==> config.mk <==
export PLATFORM = sky130hd
export DESIGN_NAME = ps2_led_bank_flat
export DESIGN_NICKNAME = d
export VERILOG_FILES = /design/src/rtl/ps2_led_pkg.sv /design/src/rtl/ps2_led_bank_if.sv /design/src/rtl/ps2_led_channel.sv /design/src/rtl/ps2_led_bank.sv /design/src/flat_wrapper.sv
export SDC_FILE = /design/constraint.sdc
export NUM_CORES = 1
export LEC_CHECK = 0
export CAP_MARGIN = 15
export CORE_MARGIN = 2
export CORE_UTILIZATION = 62
export DETAILED_ROUTE_END_ITERATION = 7
export PLACE_DENSITY = 0.84
export SYNTH_ARGS = -nofsm -noshare
export SYNTH_HDL_FRONTEND = slang
export SYNTH_SLANG_ARGS = --single-unit
==> constraint.sdc <==
create_clock -name clk_2 -period 4.2 [get_ports clk_2]
set_input_delay 0.63 -clock clk_2 [delete_from_list [all_inputs] [get_ports clk_2]]
set_output_delay 0.63 -clock clk_2 [all_outputs]
set_load 0.01 [all_outputs]
==> src/rtl/ps2_led_pkg.sv <==
// ps2_led_pkg: shared types and constants for the PS/2 lock-key LED bank.
//   ch_state_t : per-channel FSM state encoding
//   PS2_BREAK  : break prefix byte (F0)
//   PS2_EXT    : extended-key prefix byte (E0)
package ps2_led_pkg;

    typedef enum logic [1:0] {
        IDLE = 2'd0,
        ARM  = 2'd1,
        FIRE = 2'd2,
        HELD = 2'd3
    } ch_state_t;

    localparam logic [7:0] PS2_BREAK = 8'hF0;
    localparam logic [7:0] PS2_EXT   = 8'hE0;

endpackage

==> src/rtl/ps2_led_bank_if.sv <==
// ps2_led_bank_if: scan-code stream in, LED bank out.
//   code_new_updated : one-cycle strobe, check_code holds a new byte
//   check_code       : received scan-code byte
//   clk_300k         : tick enable sampled on clk_2
//   mode_momentary   : per channel, 1 = momentary, 0 = toggle
//   led_clr          : synchronous clear of all LEDs
//   leds             : registered LED outputs
//   led_pulse        : one-cycle pulse when a channel's LED update is visible
// master = byte/control source, slave = LED bank.
interface ps2_led_bank_if #(
    parameter int N_CH = 3
) ();
    logic            code_new_updated;
    logic [7:0]      check_code;
    logic            clk_300k;
    logic [N_CH-1:0] mode_momentary;
    logic            led_clr;
    logic [N_CH-1:0] leds;
    logic [N_CH-1:0] led_pulse;

    modport master (
        output code_new_updated, check_code, clk_300k, mode_momentary, led_clr,
        input  leds, led_pulse
    );

    modport slave (
        input  code_new_updated, check_code, clk_300k, mode_momentary, led_clr,
        output leds, led_pulse
    );
endinterface

==> src/rtl/ps2_led_channel.sv <==
// ps2_led_channel: one lock-key channel (FSM, acceptance counter, LED register).
//   clk_2, reset : clock and synchronous active-high reset
//   make_hit     : make event for this channel's code
//   brk_hit      : break event for this channel's code
//   tick         : acceptance-delay tick enable
//   mode         : 1 = momentary, 0 = toggle (only looked at in FIRE / release)
//   clr          : force LED to 0, suppresses pulse
//   led, pulse   : registered LED and one-cycle update pulse
module ps2_led_channel
    import ps2_led_pkg::*;
#(
    parameter int DELAY_TICKS = 151,
    parameter int CNT_W       = 12
) (
    input  logic clk_2,
    input  logic reset,
    input  logic make_hit,
    input  logic brk_hit,
    input  logic tick,
    input  logic mode,
    input  logic clr,
    output logic led,
    output logic pulse
);

    localparam logic [CNT_W-1:0] CNT_MAX = '1;
    localparam logic [CNT_W-1:0] DLY     = CNT_W'(DELAY_TICKS);

    ch_state_t        state, state_n;
    logic [CNT_W-1:0] cnt, cnt_n;
    logic             led_n, pulse_n;

    always_ff @(posedge clk_2) begin
        if (reset) begin
            state <= IDLE;
            cnt   <= '0;
            led   <= 1'b0;
            pulse <= 1'b0;
        end else begin
            state <= state_n;
            cnt   <= cnt_n;
            led   <= led_n;
            pulse <= pulse_n;
        end
    end

    always_comb begin
        state_n = state;
        cnt_n   = cnt;
        led_n   = led;
        pulse_n = 1'b0;
        case (state)
            IDLE: begin
                if (make_hit) begin
                    state_n = ARM;
                    cnt_n   = '0;
                end
            end
            ARM: begin
                if (tick && (cnt != CNT_MAX))
                    cnt_n = cnt + 1'b1;
                // A release arriving while still armed wins over firing,
                // so a short tap never touches the LED.
                if (brk_hit)
                    state_n = IDLE;
                else if (cnt >= DLY)
                    state_n = FIRE;
            end
            FIRE: begin
                led_n   = mode ? 1'b1 : ~led;
                pulse_n = 1'b1;
                state_n = HELD;
            end
            HELD: begin
                if (brk_hit) begin
                    state_n = IDLE;
                    if (mode) begin
                        led_n   = 1'b0;
                        pulse_n = 1'b1;
                    end
                end
            end
            default: state_n = IDLE;
        endcase
        // Clear overrides any LED update this cycle and hides its pulse.
        if (clr) begin
            led_n   = 1'b0;
            pulse_n = 1'b0;
        end
    end

endmodule

==> src/rtl/ps2_led_bank.sv <==
// ps2_led_bank: multi-channel PS/2 lock-key LED controller.
//   clk_2 : sole clock, all logic on posedge
//   reset : synchronous active-high reset
//   bus   : ps2_led_bank_if.slave (scan-code stream, tick, modes, clear, LEDs)
// Decodes the byte stream into per-key make/break events (F0 prefix marks a
// break, E0 prefix is transparent) and feeds one channel per configured code.
module ps2_led_bank
    import ps2_led_pkg::*;
#(
    parameter int                N_CH        = 3,
    parameter logic [8*N_CH-1:0] KEYCODES    = 24'h7E_58_77,
    parameter int                DELAY_TICKS = 151,
    parameter int                CNT_W       = 12
) (
    input  logic          clk_2,
    input  logic          reset,
    ps2_led_bank_if.slave bus
);

    if ((2 ** CNT_W) <= DELAY_TICKS) begin : g_cnt_w_check
        $error("ps2_led_bank: CNT_W too narrow for DELAY_TICKS");
    end

    logic            is_break;
    logic            is_event;
    logic            brk_pend;
    logic [N_CH-1:0] make_hit;
    logic [N_CH-1:0] brk_hit;
    logic [N_CH-1:0] leds_w;
    logic [N_CH-1:0] pulse_w;

    assign is_break = bus.code_new_updated && (bus.check_code == PS2_BREAK);
    // E0 is neither a break prefix nor a key: it must not disturb brk_pend.
    assign is_event = bus.code_new_updated
                   && (bus.check_code != PS2_BREAK)
                   && (bus.check_code != PS2_EXT);

    always_ff @(posedge clk_2) begin
        if (reset)
            brk_pend <= 1'b0;
        else if (is_break)
            brk_pend <= 1'b1;
        else if (is_event)
            brk_pend <= 1'b0;
    end

    for (genvar i = 0; i < N_CH; i++) begin : g_ch
        logic own;
        assign own         = is_event && (bus.check_code == KEYCODES[8*i +: 8]);
        assign make_hit[i] = own && !brk_pend;
        assign brk_hit[i]  = own &&  brk_pend;

        ps2_led_channel #(
            .DELAY_TICKS (DELAY_TICKS),
            .CNT_W       (CNT_W)
        ) u_ch (
            .clk_2    (clk_2),
            .reset    (reset),
            .make_hit (make_hit[i]),
            .brk_hit  (brk_hit[i]),
            .tick     (bus.clk_300k),
            .mode     (bus.mode_momentary[i]),
            .clr      (bus.led_clr),
            .led      (leds_w[i]),
            .pulse    (pulse_w[i])
        );
    end

    assign bus.leds      = leds_w;
    assign bus.led_pulse = pulse_w;

endmodule

==> src/flat_wrapper.sv <==
// flat-port wrapper written by rule: the top's interface ports become plain ports
module ps2_led_bank_flat import ps2_led_pkg::*;
#(
    parameter int                N_CH        = 3,
    parameter logic [8*N_CH-1:0] KEYCODES    = 24'h7E_58_77,
    parameter int                DELAY_TICKS = 151,
    parameter int                CNT_W       = 12
)
  (clk_2, reset, bus_code_new_updated, bus_check_code, bus_clk_300k, bus_mode_momentary, bus_led_clr, bus_leds, bus_led_pulse);
  ps2_led_bank_if #(.N_CH(N_CH)) bus_i ();
  input  logic clk_2;
  input  logic reset;
  input wire logic [$bits(bus_i.code_new_updated)-1:0] bus_code_new_updated;
  input wire logic [$bits(bus_i.check_code)-1:0] bus_check_code;
  input wire logic [$bits(bus_i.clk_300k)-1:0] bus_clk_300k;
  input wire logic [$bits(bus_i.mode_momentary)-1:0] bus_mode_momentary;
  input wire logic [$bits(bus_i.led_clr)-1:0] bus_led_clr;
  output wire logic [$bits(bus_i.leds)-1:0] bus_leds;
  output wire logic [$bits(bus_i.led_pulse)-1:0] bus_led_pulse;
  assign bus_i.code_new_updated = bus_code_new_updated;
  assign bus_i.check_code = bus_check_code;
  assign bus_i.clk_300k = bus_clk_300k;
  assign bus_i.mode_momentary = bus_mode_momentary;
  assign bus_i.led_clr = bus_led_clr;
  assign bus_leds = bus_i.leds;
  assign bus_led_pulse = bus_i.led_pulse;
  ps2_led_bank #(.N_CH(N_CH), .KEYCODES(KEYCODES), .DELAY_TICKS(DELAY_TICKS), .CNT_W(CNT_W)) u_core (.clk_2(clk_2), .reset(reset), .bus(bus_i));
endmodule
== Yosys cells after proc, flatten, opt, wreduce, memory -nomap -nowiden ==
Index checks and enable logic that the tools add are counted.

* Add/sub/neg operators: 3
* $lt $le $gt $ge: 3
* Equality and inequality tests: 33
* Muxes and demuxes: 47
* Bitwise gates (word level): 3
* Reduce and logical (&&, ||, !) cells: 36

{| class="wikitable"
|+ Operators with widths
! kind !! count
|-
| $mux 12 || 6
|-
| $pmux 12 s2 || 3
|-
| $add 12x1->12 const B || 3
|-
| $ge 12x8->1 const B || 3
|-
| $ne 12x12->1 const B || 3
|-
| $reduce_and 3->1 || 9
|-
| $eq 8x7->1 const B || 3
|-
| $mux 2 || 12
|-
| $ne 2x2->1 const B || 12
|-
| $pmux 2 s4 || 3
|-
| $mux 1 || 17
|-
| $ne 8x8->1 const B || 2
|-
| $logic_and 1x1->1 || 15
|-
| $reduce_bool 2->1 || 7
|-
| $eq 2x2->1 const B || 6
|-
| $pmux 1 s2 || 6
|-
| $ne 3x3->1 const B || 3
|-
| $eq 8x8->1 const B || 1
|-
| $eq 2x1->1 const B || 3
|-
| $logic_not 2->1 || 3
|-
| $not 1->1 || 3
|-
| $reduce_or 2->1 || 1
|-
| $logic_not 1->1 || 1
|}

* Bits in registers: 49
* Input bits: 16
* Output and inout port bits: 6
* Logic and storage cells: 138

== Logic depth before layout (Yosys ltp) ==
Gate-level depths: netlist (run 1).

* Depth after elaboration: 7
* Depth in mapped cells: 6
* Mapped depth without buffers: 5

== Hierarchy ==
A second synthesis (run 1) with hierarchy kept.

* Cells, all modules: 347
* Area total of the unflattened synthesis: 2796.4 µm²

{| class="wikitable"
|+ By module, submodules not included
! module !! times used !! cells each !! area each (µm²) !! sequential area each (µm²)
|-
| ps2_led_channel || 3 || 110 || 883.3 || 320.3
|-
| ps2_led_bank || 1 || 17 || 146.4 || 20.0
|}

== Worst setup path before layout (run 1) ==
No wires, ideal clock.

* Kind: input port to flip-flop
* From: input port bus_check_code[1]
* To: register u_core.g_ch[1].u_ch.cnt[0]
* Library setup time: 0.117 ns
* Arrival time: 1.864 ns
* Required time: 4.083 ns
* Path slack: 2.219 ns
* Stages: 5
* Path buffers: 1
* Path through: or4b_1 -> nor4_1 -> a21o_1 -> buf_2 -> nor2_1

* Word-level cells in the longest chain between the ends: 7
* Elaborated cells between the ends (all ways): 9
* Classes of those cells: 4 x eq/ne; 5 x reduce/logical

{| class="wikitable"
|+ Ends and longest elaborated chain
! what !! line !! RTL
|-
| start: declaration || flat_wrapper.sv:14 || <nowiki>input wire logic [$bits(bus_i.check_code)-1:0] bus_check_code;</nowiki>
|-
| $ne 8x8->1 || ps2_led_bank.sv:35 || <nowiki>&& (bus.check_code != PS2_BREAK)</nowiki>
|-
| $logic_and 1x1->1 || ps2_led_bank.sv:35 ||
|-
| $logic_and 1x1->1 || ps2_led_bank.sv:36 || <nowiki>&& (bus.check_code != PS2_EXT);</nowiki>
|-
| $logic_and 1x1->1 * || ps2_led_bank.sv:49 || <nowiki>assign own = is_event && (bus.check_code == KEYCODES[8*i +: 8]);</nowiki>
|-
| $logic_and 1x1->1 * || ps2_led_bank.sv:50 || <nowiki>assign make_hit[i] = own && !brk_pend;</nowiki>
|-
| $ne 2x2->1 (no line) * || -- ||
|-
| $reduce_and 3->1 (no line) * || -- ||
|-
| end signal: assignment || ps2_led_channel.sv:41 || <nowiki>cnt <= cnt_n;</nowiki>
|-
| end: declaration || ps2_led_channel.sv:30 || <nowiki>logic [CNT_W-1:0] cnt, cnt_n;</nowiki>
|}

Every way passes the cells marked *; elsewhere a longest branch is shown, timed or not.
A chain may end at the register's enable or synchronous reset.

== Worst setup path after layout (run 1) ==
* From: input port bus_code_new_updated
* To: register u_core.g_ch[2].u_ch.cnt[1]

* Word-level cells in the longest chain between the ends: 6

{| class="wikitable"
|+ Ends and longest elaborated chain
! what !! line !! RTL
|-
| start: declaration || flat_wrapper.sv:13 || <nowiki>input wire logic [$bits(bus_i.code_new_updated)-1:0] bus_code_new_updated;</nowiki>
|-
| $logic_and 1x1->1 || ps2_led_bank.sv:35 ||
|-
| $logic_and 1x1->1 || ps2_led_bank.sv:36 ||
|-
| $logic_and 1x1->1 || ps2_led_bank.sv:49 ||
|-
| $logic_and 1x1->1 || ps2_led_bank.sv:50 ||
|-
| $ne 2x2->1 (no line) || -- ||
|-
| $reduce_and 3->1 (no line) || -- ||
|-
| end signal: assignment || ps2_led_channel.sv:41 ||
|-
| end: declaration || ps2_led_channel.sv:30 ||
|}

No other way between the ends.

==> results of run 1 <==
[metal layers]
metal / wire length, um / global-route usage [%]
met3: 182 / 4.18
met2: 2740 / 39.0
met5: 0 / 0
met4: 112 / 9.40
met1: 2700 / 31.3
[cell type report]
type / instances / area, um2
tap: 52 / 65.1
clock inverter: 3 / 46.3
multi-input combinational: 245 / 1580
fill: 347 / 1290
sequential: 49 / 981
timing repair buffer: 23 / 225
inverter: 11 / 41.3
clock buffer: 5 / 68.8
[flip-flops by register name (all words and copies together), names as in the netlist, named ones only]
signal / flops
u_core.g_ch.u_ch.led: 3
u_core.g_ch.u_ch.state: 3
u_core.g_ch.u_ch.pulse: 3
u_core.g_ch.u_ch.cnt: 36
u_core.brk_pend: 1
[Yosys cell counts (6+ instances only)]
| cell | count | area, um2 |
|---|---|---|
| or3_1 | 13 | 81.3 |
| inv_1 | 10 | 37.5 |
| buf_4 | 7 | 52.6 |
| nor2_1 | 13 | 48.8 |
| nor3_1 | 10 | 50.1 |
| o31ai_1 | 18 | 135 |
| clkbuf_1 | 6 | 22.5 |
| nand3_1 | 17 | 85.1 |
| o21ai_0 | 15 | 75.1 |
| or4_1 | 15 | 113 |
| dfxtp_1 | 49 | 981 |
| a21oi_1 | 40 | 200 |
| nand4_1 | 9 | 56.3 |
| nor4_1 | 10 | 62.6 |
| nand2_1 | 20 | 75.1 |
[critical path, cell delays in order]
cell             delay [ps]
clkdlybuf4s50_1         510
and4b_1                 390
a32oi_4                 270
or4b_2                  690
a21oi_1                 140
[through the flow]
stage,hold WS [ps],instances
after floorplan,464,325
after global placement,475,380
after detailed placement,482,380
after CTS,496,388
after global routing,521,388
final,499,388
[where the power goes]
group | internal (mW) | switching (mW)
Sequential | 0.465 | 0.000785
Combinational | 0.0179 | 0.0200
Clock | 0.178 | 0.165
Total | 0.661 | 0.186
[path summary, 6_finish.rpt]
kind	endpoint	slack, ps	cells past startpoint
setup / recovery	u_core.g_ch[2].u_ch.cnt[1]$_SDFFE_PP0P_	1810	5
hold / removal	u_core.g_ch[2].u_ch.cnt[1]$_SDFFE_PP0P_	500	2
setup reg to reg	u_core.g_ch[2].u_ch.cnt[1]$_SDFFE_PP0P_	2060	5
hold reg to reg	u_core.g_ch[2].u_ch.cnt[1]$_SDFFE_PP0P_	500	2
[cell families after synthesis]
family	count (synthesis)	share of synthesized area, %
mux	4	1.47
simple gates	141	31.8
compound gates	96	23.0
flops	49	36.0
buf+inv	31	6.02
xor+xnor	1	0.322
fa+ha+maj	3	1.38
==> metrics.cfg, run 1 <==
[clock_network]
cts_made_buffers = 5
clkLatencyLatePin_ps = 300
cts_tree = done
h-tree-depth = 2
clockBufferDepth = 2
clk_pin_slew_ps = 90
postCtsSetupRepairBufs = 0
postCtsHoldBufs = 0
clockRootBuffer = clkbuf_8
cts_resized = 0
clock_sinks = 49

[power_and_ir_drop]
p_per_area_mw_per_mm2 = 282
ir_worst_vdd_v = 0.000151
p_total_uw = 847
p_leak_nw = 0.875

[worst_setup_path]
worstPathArrival_ps = 2620
start_kind = input port
crit_start = bus_code_new_updated
r2r-start = u_core.g_ch[2].u_ch.cnt[0]$_SDFFE_PP0P_
worst_ep_required_time_ps = 4430
path_class = in2reg
crit_path_end_kind = register
critPathMaxFanout = 15

[die]
start_util_pct = 63.4
ios = 22
die_w_um = 70.3
fp.coreArea_mm2 = 0.00429
die_area_mm2 = 0.00494
rows = 24
die_h_um = 70.3

[timing]
period_share_pct = 56.9
slew_viol_final = 0
tns_ps = 0
slew_headroom_pct = 25.1
timing.final.crit_period_ps = 2390
fin_ws_ps = 1810
rsz0062_at_grt = no
fmaxAchievable_ghz = 0.418
worstMarginPinSlew_ps = 1110
finalHoldViolCount = 0
finClkSkew_ps = 8.57
setup_viol = 0

[grt]
grt_pass1_vias = 2303
grt_util_all_layers_pct = 23.9
grt_first_pass_wirelength_um = 9880
antenna_found_initial = 0
grt-ovfl-total = 0
grt_max_degree = 20

[finish]
drive_gt1_share_pct = 6.55
layout_common_cells = dfxtp_1, a21oi_1, clkdlybuf4s50_1
nets = 354
fin_util_pct = 70.0
layout_commonest_cell = dfxtp_1
areaGrowthSynthToFinish_pct = 10.4
final_area_mm2 = 0.00301
n_antenna_cell = 0

[run_status]
status = completed

[drt]
wl_per_cell_um = 14.8
dr.pass1.iters = 4
vias = 2574
drt-initial-drc-count = 138
routed_via_density = 6.63
drc = 0
antenna_left = 0
routed_wl_um = 5730

[yosys]
synth-edff-count = 0
seq_area_frac_synth_pct = 36.0
ys_seq_elements = 49
yosys.cell_types.count = 54
synth_cells = 325
async_reset_ff_share_pct = 0
synth_fp_nets = 344
ys_warn_count = 0
synth.avg_cell_area_um2 = 8.38
synthFlopType = dfxtp_1
synth_area_mm2 = 0.00272

[place]
placed_area_mm2 = 0.00289
dp_hpwl_um = 4060
place_congestion = 0.880
io_buffers = 21
dpl_worst_slack_ps = 1490

[hold_path]
hold_start = u_core.g_ch[2].u_ch.cnt[1]$_SDFFE_PP0P_
hold_path.class = reg2reg

[flow_run]
cap_viol_max_count = 0

No activity file was read; power rests on OpenSTA's default activity.
==> run 2: changes to the inputs <==
--- a/config.mk
+++ b/config.mk
@@ -7,9 +7,9 @@
 export LEC_CHECK = 0
 export CAP_MARGIN = 15
 export CORE_MARGIN = 2
-export CORE_UTILIZATION = 62
+export CORE_UTILIZATION = 58
 export DETAILED_ROUTE_END_ITERATION = 7
-export PLACE_DENSITY = 0.84
+export PLACE_DENSITY = 0.8
 export SYNTH_ARGS = -nofsm -noshare
 export SYNTH_HDL_FRONTEND = slang
 export SYNTH_SLANG_ARGS = --single-unit
==> constraint.sdc (replaced) <==
create_clock -name clk_2 -period 2.2 [get_ports clk_2]
set_input_delay 0.33 -clock clk_2 [delete_from_list [all_inputs] [get_ports clk_2]]
set_output_delay 0.33 -clock clk_2 [all_outputs]
set_load 0.01 [all_outputs]
==> metrics.cfg, run 2 (synthesized netlist as in run 1, its figures left out) <==
[timing]
slew_headroom_pct = 61.6
finClkSkew_ps = 7.43
slew_viol_final = 0
period_share_pct = 89.5
timing.final.crit_period_ps = 1970
whs_ps = 500
setup_viol = 0
fmaxAchievable_ghz = 0.508
tns_ps = 0
worstMarginPinSlew_ps = 572
rsz0062_at_grt = no
fin_ws_ps = 231
finalHoldViolCount = 0

[clock_network]
clock_sinks = 49
clockBufferDepth = 2
clockRootBuffer = clkbuf_8
clk_pin_slew_ps = 90
postCtsSetupRepairBufs = 0
cts_resized = 0
postCtsHoldBufs = 0
h-tree-depth = 2
cts_tree = done
cts_made_buffers = 5
clkLatencyLatePin_ps = 300

[finish]
n_antenna_cell = 0
nets = 376
regMostFlops = u_core.g_ch.u_ch.cnt
largest_reg_flops = 36
areaGrowthSynthToFinish_pct = 17.1
layout_commonest_cell = dfxtp_1
drive_gt1_share_pct = 12.3
layout_common_cells = dfxtp_1, a21oi_1, buf_4

[die]
start_util_pct = 61.3
die_area_mm2 = 0.00526
rows = 24
fp.coreArea_mm2 = 0.00444
die_w_um = 72.5
ios = 22
die_h_um = 72.5

[grt]
grt_util_all_layers_pct = 24.0
grt-ovfl-total = 0
grt_first_pass_wirelength_um = 10200
antenna_found_initial = 0
grt_pass1_vias = 2342
grt_max_degree = 16

[hold_path]
hold_start = u_core.g_ch[2].u_ch.cnt[0]$_SDFFE_PP0P_
min_to = u_core.g_ch[2].u_ch.cnt[0]$_SDFFE_PP0P_
hold_path.class = reg2reg
hold_depth = 2

[run_status]
status = completed

[worst_setup_path]
worst-r2r-setup-slack_ps = 350
worstReg2RegEnd = u_core.g_ch[2].u_ch.cnt[10]$_SDFFE_PP0P_
r2r-start = u_core.g_ch[2].u_ch.cnt[1]$_SDFFE_PP0P_
start_kind = input port
worstPathArrival_ps = 2160
reg2regPathDepth = 5
critPathMaxFanout = 12
worst_ep_required_time_ps = 2390
crit_path_end_kind = register
path_class = in2reg

[power_and_ir_drop]
p_leak_nw = 0.989
ir_worst_vdd_v = 0.000402
p_total_mw = 1.65
p_per_area_mw_per_mm2 = 519

[place]
dp_hpwl_um = 4260
dpl_worst_slack_ps = -46.6
io_buffers = 21
place_congestion = 0.824

[drt]
vias = 2615
routed_via_density = 6.38
dr.pass1.iters = 5
drt-initial-drc-count = 149
drc = 0
routed_wl_um = 5910
antenna_left = 0
wl_per_cell_um = 14.4

[flow_run]
cap_viol_max_count = 0

-- run 2: area by class of cell --
type	instances	area, um2
tap	52	65.1
inverter	11	41.3
sequential	49	981
multi-input combinational	245	1580
clock inverter	2	37.5
fill	367	1250
timing repair buffer	45	403
clock buffer	6	82.6
-- run 2: per-layer routing --
metal | part of all wire, % | up-vias | track usage, % | routed length (um)
met4 | 0.78 | 0 | 7.61 | 46
met3 | 4.0 | 4 | 4.44 | 235
met1 | 47 | 1216 | 30.6 | 2790
li1 | - | 1330 | - | -
met5 | 0 | - | 0 | 0
met2 | 48 | 65 | 41.0 | 2830
-- run 2: worst max path at each step --
stage	cells after the start	from	slack, ps	to
3_5_place_dp	6	bus_check_code[1]	-50	u_core.g_ch[1].u_ch.cnt[2]$_SDFFE_PP0P_
6_report	6	bus_check_code[1]	230	u_core.g_ch[1].u_ch.cnt[8]$_SDFFE_PP0P_
3_3_place_gp	6	bus_check_code[1]	-30	u_core.g_ch[1].u_ch.cnt[5]$_SDFFE_PP0P_
5_1_grt	6	bus_check_code[1]	160	u_core.g_ch[1].u_ch.cnt[5]$_SDFFE_PP0P_
4_1_cts	6	bus_check_code[1]	270	u_core.g_ch[1].u_ch.cnt[8]$_SDFFE_PP0P_
2_1_floorplan	5	u_core.g_ch[2].u_ch.cnt[0]$_SDFFE_PP0P_	450	u_core.g_ch[2].u_ch.cnt[10]$_SDFFE_PP0P_
-- run 2: where the power goes --
group	total, mW	internal, mW	switching (mW)	leakage (nW)
Combinational	0.0890	0.0475	0.0416	0.537
Clock	0.677	0.370	0.307	0.0574
Sequential	0.888	0.887	0.00143	0.395
-- run 2: worst max-delay path: stages --
cell             delay, ps
clkdlybuf4s50_1        470
or4b_1                 560
nor4_1                 400
a21o_1                 220
buf_12                 130
a21oi_1                 50
-- run 2: metrics by stage --
| step | cells | instance area (um2) | utilization [%] |
|---|---|---|---|
| after floorplan | 325 | 2720 | - |
| after global placement | 402 | 3070 | 69.1 |
| after detailed placement | 402 | 3070 | 69.1 |
| after CTS | 410 | 3190 | 71.8 |
| after global routing | 410 | 3190 | 71.8 |
| final | 410 | 3190 | 71.8 |
